## src/rtl/mclaurin_pipeline_param.sv

```systemverilog
// Fully pipelined Horner evaluator of a fixed-point Maclaurin series with per-sample precision,
// valid/ready backpressure, saturating arithmetic and a sticky per-sample overflow flag.
module mclaurin_pipeline_param #(
  parameter int X_W      = 8,
  parameter int X_FRAC   = 6,
  parameter int ACC_W    = 32,
  parameter int ACC_FRAC = 24,
  parameter int TERMS    = 8,
  parameter int N_W      = 3,
  parameter logic [TERMS*ACC_W-1:0] COEFFS = {
    32'h00000D01, 32'h00005B06, 32'h00022222, 32'h000AAAAB,
    32'h002AAAAB, 32'h00800000, 32'h01000000, 32'h01000000
  }
) (
  input  logic             clk,
  input  logic             reset,
  input  logic             in_valid,
  output logic             in_ready,
  input  logic [X_W-1:0]   x,
  input  logic [N_W-1:0]   N,
  output logic             out_valid,
  input  logic             out_ready,
  output logic [ACC_W-1:0] y,
  output logic             overflow
);

  localparam int PW = ACC_W + X_W;
  localparam logic signed [ACC_W-1:0] ACC_MAX = {1'b0, {(ACC_W-1){1'b1}}};
  localparam logic signed [ACC_W-1:0] ACC_MIN = {1'b1, {(ACC_W-1){1'b0}}};

  if (N_W != $clog2(TERMS) || ACC_FRAC >= ACC_W || X_FRAC >= X_W) begin : g_bad_params
    $error("mclaurin_pipeline_param: inconsistent width parameters");
  end

  // Register 0 is the input register; register s+1 holds the result of the stage using c_(TERMS-1-s).
  logic                    vld     [0:TERMS];
  logic signed [ACC_W-1:0] acc     [0:TERMS];
  logic                    ovf     [0:TERMS];
  logic signed [X_W-1:0]   xs      [0:TERMS-1];
  logic [N_W-1:0]          ns      [0:TERMS-1];
  logic signed [ACC_W-1:0] acc_nxt [0:TERMS-1];
  logic                    ovf_nxt [0:TERMS-1];

  logic           stall;
  logic           adv;
  logic [N_W-1:0] n_in;

  assign stall     = vld[TERMS] & ~out_ready;
  assign adv       = ~stall;
  assign in_ready  = ~stall;
  assign out_valid = vld[TERMS];
  assign y         = acc[TERMS];
  assign overflow  = ovf[TERMS];

  // Only reachable when TERMS is not a power of two.
  assign n_in = (int'(N) > TERMS - 1) ? N_W'(TERMS - 1) : N;

  for (genvar s = 0; s < TERMS; s++) begin : g_stage
    localparam int K = TERMS - 1 - s;
    localparam logic [N_W-1:0] KN = N_W'(K);
    localparam logic signed [ACC_W-1:0] CK = COEFFS[K*ACC_W +: ACC_W];

    logic signed [PW-1:0]    prod;
    logic signed [PW-1:0]    prod_sh;
    logic [X_W:0]            hi;
    logic signed [ACC_W-1:0] mid;
    logic signed [ACC_W-1:0] coef;
    logic signed [ACC_W:0]   sum;
    logic                    clamp_mul;
    logic                    clamp_add;

    // Both operands are sign-extended to the full product width so the truncated product is exact.
    always_comb begin
      prod      = $signed({{X_W{acc[s][ACC_W-1]}}, acc[s]}) *
                  $signed({{ACC_W{xs[s][X_W-1]}}, xs[s]});
      prod_sh   = prod >>> X_FRAC;
      hi        = prod_sh[PW-1:ACC_W-1];
      clamp_mul = !((&hi) || !(|hi));
      if (clamp_mul) begin
        mid = prod_sh[PW-1] ? ACC_MIN : ACC_MAX;
      end else begin
        mid = prod_sh[ACC_W-1:0];
      end
      coef      = (KN <= ns[s]) ? CK : '0;
      sum       = {mid[ACC_W-1], mid} + {coef[ACC_W-1], coef};
      clamp_add = sum[ACC_W] != sum[ACC_W-1];
      if (clamp_add) begin
        acc_nxt[s] = sum[ACC_W] ? ACC_MIN : ACC_MAX;
      end else begin
        acc_nxt[s] = sum[ACC_W-1:0];
      end
      ovf_nxt[s] = ovf[s] | clamp_mul | clamp_add;
    end
  end

  // The whole pipe, output register included, moves together; bubbles advance like samples.
  always_ff @(posedge clk or negedge reset) begin
    if (!reset) begin
      for (int s = 0; s <= TERMS; s++) begin
        vld[s] <= 1'b0;
        acc[s] <= '0;
        ovf[s] <= 1'b0;
      end
      for (int s = 0; s < TERMS; s++) begin
        xs[s] <= '0;
        ns[s] <= '0;
      end
    end else if (adv) begin
      vld[0] <= in_valid;
      acc[0] <= '0;
      ovf[0] <= 1'b0;
      xs[0]  <= x;
      ns[0]  <= n_in;
      for (int s = 0; s < TERMS; s++) begin
        vld[s+1] <= vld[s];
        acc[s+1] <= acc_nxt[s];
        ovf[s+1] <= ovf_nxt[s];
      end
      for (int s = 1; s < TERMS; s++) begin
        xs[s] <= xs[s-1];
        ns[s] <= ns[s-1];
      end
    end
  end

endmodule
```

## config.mk

```make
export PLATFORM = sky130hd
export DESIGN_NAME = mclaurin_pipeline_param
export DESIGN_NICKNAME = d
export VERILOG_FILES = /design/src/rtl/mclaurin_pipeline_param.sv
export SDC_FILE = /design/constraint.sdc
export NUM_CORES = 2
export LEC_CHECK = 0
export ABC_AREA = 1
export ABC_CLOCK_PERIOD_IN_PS = 15240
export CAP_MARGIN = 20
export CORE_MARGIN = 1
export CORE_UTILIZATION = 31
export CTS_BUF_LIST = sky130_fd_sc_hd__clkbuf_4 sky130_fd_sc_hd__clkbuf_8 sky130_fd_sc_hd__clkbuf_16
export CTS_CLUSTER_SIZE = 25
export DETAILED_ROUTE_END_ITERATION = 10
export PLACE_DENSITY_LB_ADDON = 0.08
export SLEW_MARGIN = 20
export SYNTH_ARGS = -nofsm -noshare
export SYNTH_HDL_FRONTEND = slang
export SYNTH_SLANG_ARGS = --single-unit
```

## constraint.sdc

```tcl
create_clock -name clk -period 15.24 [get_ports clk]
set_clock_uncertainty 0.05 [all_clocks]
set_input_delay 2.286 -clock clk [delete_from_list [all_inputs] [get_ports clk]]
set_output_delay 2.286 -clock clk [all_outputs]
set_load 0.005 [all_outputs]
```

---- Yosys cells after proc, flatten, opt, wreduce, memory -nomap -nowiden ----
Cells that the tools add are included.
W data, S select, Z words.
operators by class
  bitwise operators ....................... 16
  muxes and demuxes ....................... 36
  add/sub/neg operators ................... 7
  equality and inequality tests ........... 7
  reductions and logical operators ........ 35
  magnitude comparators ................... 8
  multipliers ............................. 7
operators with widths
  operator              count
  $mux W32              28
  $mul A32 B8 Y40       6
  $add A32 B26 Y33      2
  $mux W25              2
  $add A32 B16 Y33      1
  $add A32 B19 Y33      1
  $add A32 B21 Y33      1
  $add A32 B23 Y33      1
  $add A32 B25 Y33      1
  $mux W24              1
  $mux W22              1
  $mul A13 B8 Y21       1
  $reduce_and A3 Y1     7
  $reduce_or A3 Y1      7
  $mux W20              1
  $mux W18              1
  $mux W15              1
  $logic_not A1 Y1      14
  $or A1 B1 Y1          13
  $le A3 B3 Y1 const A  4
  $mux W12              1
  $logic_or A1 B1 Y1    7
  $ne A1 B1 Y1          7
  $le A1 B3 Y1 const A  2
  3 further kinds       5
word-level totals
  word-level logic and storage cells ...... 156
  register bits ........................... 340
  bits of input ports ..................... 15

---- Logic depth before layout (Yosys ltp) ----
  word-level depth ........................ 8
  depth in mapped cells ................... 50

---- Worst setup path after synthesis ----
Ideal clock, no wire load.
  kind .................................... register to register
  start point ............................. register xs[34] (netlist name)
  end point ............................... register acc[145] (netlist name)
  data arrival time ....................... 6969 ps
  path slack .............................. 8104 ps
  period minus slack after synthesis ...... 7136 ps
  data required time ...................... 15073 ps
  stages on the path, launching flop included .. 44
  cell sequence ........................... dfrtp_1 > clkbuf_1 > clkbuf_1 > nand2_1 > fa_1 > inv_1 > fa_1 > fa_1 > inv_1 > fa_1 > inv_1 > ha_1 > a21oi_1 > o21ai_0 > a21oi_1 > nor2_1 > nor2_1 > nand2_1 > (+8 left out) > ha_1 > inv_1 > fa_1 > inv_1 > nand4_1 > nand2_1 > nand2_1 > nand2_1 > nand2_1 > nand3_2 > nand3_1 > inv_1 > nand2_2 > buf_6 > nand3_1 > nand2_1 > nand2_1 > nand2_1
between the ends
  longest elaborated chain between the ends .. 8
  elaborated cells between the ends (all ways) .. 11
ends and longest elaborated chain
  item                                      RTL line  text
  from (decl)                               39        logic signed [X_W-1:0] xs [0:TERMS-1];
  from (signal, indexed assignment)         120       xs[s] <= xs[s-1];
  $mul A32 B8 Y40 (*)                       74        prod = $signed({{X_W{acc[s][ACC_W-1]}}, acc[s]}) *
  $reduce_or A3 Y1                          78        clamp_mul = !((&hi) || !(|hi));
  $logic_not A1 Y1                          78
  $logic_or A1 B1 Y1                        78
  $mux W32 (*)                              79        if (clamp_mul) begin
  $add A32 B21 Y33 (*)                      85        sum = {mid[ACC_W-1], mid} + {coef[ACC_W-1], coef};
  $mux W32 or $ne A1 B1 Y1 (tied branches)  88, 86
  $mux W32 (*)                              87        if (clamp_add) begin
  to (signal, indexed assignment)           116       acc[s+1] <= acc_nxt[s];
  to (decl)                                 37        logic signed [ACC_W-1:0] acc [0:TERMS];
Every way passes the cells marked *; elsewhere a longest branch is shown, timed or not.
A chain may end at the register's enable or synchronous reset.

---- Worst setup path in the final report ----
  start point ............................. register xs[27] (netlist name)
  end point ............................... register acc[123] (netlist name)
between the ends
  longest elaborated chain between the ends .. 8
  elaborated cells between the ends (all ways) .. 11
ends and longest elaborated chain
  item                                      RTL line
  $mul A32 B8 Y40 (*)                       74
  $reduce_or A3 Y1                          78
  $logic_not A1 Y1                          78
  $logic_or A1 B1 Y1                        78
  $mux W32 (*)                              79
  $add A32 B23 Y33 (*)                      85
  $mux W32 or $ne A1 B1 Y1 (tied branches)  88, 86
  $mux W32 (*)                              87
Marks and branches as above.

==> results.toml <==
[status]
outcome = "finished, final reports clean"

[sta]
min_period_over_period_pct = 57.9
rsz0062_at_grt = "no"
tns_ns = 0
fmax_mhz = 113
setup_viol = 0
layout_min_cycle_time_ns = 8.82
final_max_slew_viol_count = 0
finalHoldViolations = 0
worst_pin_slew_ns = 1.10
slew-limit-headroom_pct = 26.7

[synthesis]
synth_area_leader_cell = "fa_1"
ys.warnings.count = 0
synth_edf_count = 0
ys_seq_area_share_pct = 10.2
synth_top_area_share_pct = 30.0
ys_seq_elements = 326
synth_ff_type = "dfrtp_1"
ys_types = 64
postSynthCellCount = 11680
syn_area_per_cell_um2 = 6.82
ys_async_sr_fraction_pct = 100
synthTopCellsByArea = "fa_1 30%, nand2_1 17%, inv_1 14%, dfrtp_1 10%, ha_1 8.4%"
netlist_area_um2 = 79600

[final_layout]
stdcell_count = 14690
syn_to_final_growth_pct = 5.38
layout-drive-gt1-share_pct = 3.42
nets = 13031

[worst_setup_path]
cp_max_fo = 60
slowest_stage = "dfrtp_1"
crit_top_cell = "nand2_1"
crit_path_max_incr_delay_ns = 0.75
crit_type = "flop to flop"
endpoint_kind = "flop"
critPathRequiredTime_ns = 15.76
setup.worst_path.start_class = "flop"
cp.arrival_ns = 9.34

[floorplan]
core-area_um2 = 255000
die_h_um = 509
dieArea_um2 = 259000
initial_utilization_pct = 31.3
io_pins = 50
die_x_um = 509
row_count = 185

[detailed_routing]
wirelength_um = 248000
viasPerCell = 4.53
drtAntennaViolNets = 0
drt_iter0_markers = 3669
wl_per_cell_um = 16.9
drc_errors = 0
routed-via-count = 66602
first_pass_iters = 7

[grt]
grt_max_degree = 186
antenna_found_initial = 1
grt_pass1_vias = 70889
track_usage_pct = 19.6
grt_pass1_wl_um = 401000
overflow = 0

[clock_network]
cts_tree = "built"
post-cts-setup-buffer-count = 0
cts-resized-gates = 0
cts_hold_buf = 0
ctsRootBufferMaster = "clkbuf_16"
cts_buffers = 46
clkTransAtPathRegs_ns = 0.06
cts_sinks = 326
cts_max_path_buffers = 3
htree_num_levels = 2
clk_latency_ns = 0.67

[run]
drv_cap = 0

[place]
dpl.cell_count = 14604
port-buffer-count = 49
place_congestion = 0.887
hpwl_um = 204000

[worst_hold_path]
hold_path_class = "flop to flop"
-- critical path, delay by kind of cell, from the launching register on --
| family | cells | cell delay (ns) |
|---|---|---|
| and+or+nand+nor | 22 | 3.58 |
| adders and majority gates | 7 | 3.00 |
| buffers and inverters | 8 | 1.18 |
| DFF | 1 | 0.75 |
| AOI/OAI and AO/OA | 1 | 0.13 |
-- worst paths after layout --
| path | slack, ns | start | cells past startpoint | end |
|---|---|---|---|---|
| min in group asynchronous | 1.56 | reset | 1 | y[16]$_DFFE_PN0N_ |
| worst min-delay path | 0.40 | vld[7]$_DFFE_PN0N_ | 2 | vld[6]$_DFFE_PN0N_ |
| worst max register to register | 6.42 | xs[27]$_DFFE_PN0N_ | 38 | acc[123]$_DFFE_PN0N_ |
| worst min register to register | 0.40 | vld[7]$_DFFE_PN0N_ | 2 | vld[6]$_DFFE_PN0N_ |
| worst max-delay path | 6.42 | xs[27]$_DFFE_PN0N_ | 38 | acc[123]$_DFFE_PN0N_ |
| max in group asynchronous | 11.18 | reset | 3 | xs[46]$_DFFE_PN0N_ |
-- final cells by class --
type                    instances  area (um^2)
multi-input cells            7719        57500
clock buffers                  66         1400
fillers                     28034       171000
inverters                    3093        11600
flip-flops and latches        326         8170
well taps                    3366         4210
diodes                          3         7.51
clock inverters                17          156
repair buffers                100          903
-- routing by layer --
metal  track usage (%)  wire length [um]
met1              25.4            112000
met2              35.5            126000
met3              1.29              6140
met4              4.07              4890
met5                 0                 0
-- cell families after synthesis --
family / count (synthesis) / synth area share, %
AND/OR/NAND/NOR: 4891 / 24.9
buffers and inverters: 3636 / 17.6
adder cells (fa/ha/maj): 1730 / 38.4
AO/OA/AOI/OAI: 809 / 5.63
flip-flops: 326 / 10.2
XOR/XNOR: 287 / 3.16
other: 1 / 0.00471
-- cells in the final DEF (no fill, tap or decap), types with 49 or more instances in the layout --
cell type  count
nand2_1     3599
ha_1         536
buf_4         49
o21ai_0      280
nor2_1       564
nor3_1        61
a21oi_1      345
xor2_1       163
dfrtp_1      318
inv_1       3072
nand3_1      342
xnor2_1      124
or2_2        113
nand4_1       69
fa_1        1194
-- per-stage QoR --
stage | hold slack [ns] | setup slack [ns] | utilization [%] | area [um^2]
3_5_place_dp | 0.401 | 6.43 | 32.3 | 82400
5_1_grt | 0.434 | 5.70 | 32.9 | 83900
2_1_floorplan | 0.370 | 8.10 | - | 79700
6_report | 0.402 | 6.42 | 32.9 | 83900
3_3_place_gp | 0.401 | 6.43 | 32.3 | 82400
4_1_cts | 0.405 | 6.39 | 32.9 | 83900
-- synthesized netlist by cell type (7+ instances only) --
cell type,n
o21bai_1,27
inv_2,16
a31oi_1,31
buf_4,47
nand3b_1,20
nand2_1,3599
nand3_1,343
o21a_1,20
nor2_1,565
fa_1,1194
o21ai_1,20
nor3_1,61
dfrtp_1,326
a21boi_0,9
or2_2,113
nor4_1,16
buf_6,20
xnor2_1,124
o21ai_0,280
nand2_4,7
inv_1,3075
a21o_1,19
nand3_2,9
buf_2,38
ha_1,536
a211oi_1,11
a21oi_2,15
a21oi_1,345
nand4_1,69
nand2_2,45
xor2_1,163
buf_1,14
nor2_2,19
clkbuf_1,417
-- registers in the layout, summed over array words and instances, names as in the netlist --
name and count:
acc 193, xs 64, y 32, ns 21, vld 8, ovf 6, out_valid 1, overflow 1
Power is left out: the tool's default activity adds up to more than one toggle a clock period on the data nets, which glitch-free logic cannot reach.
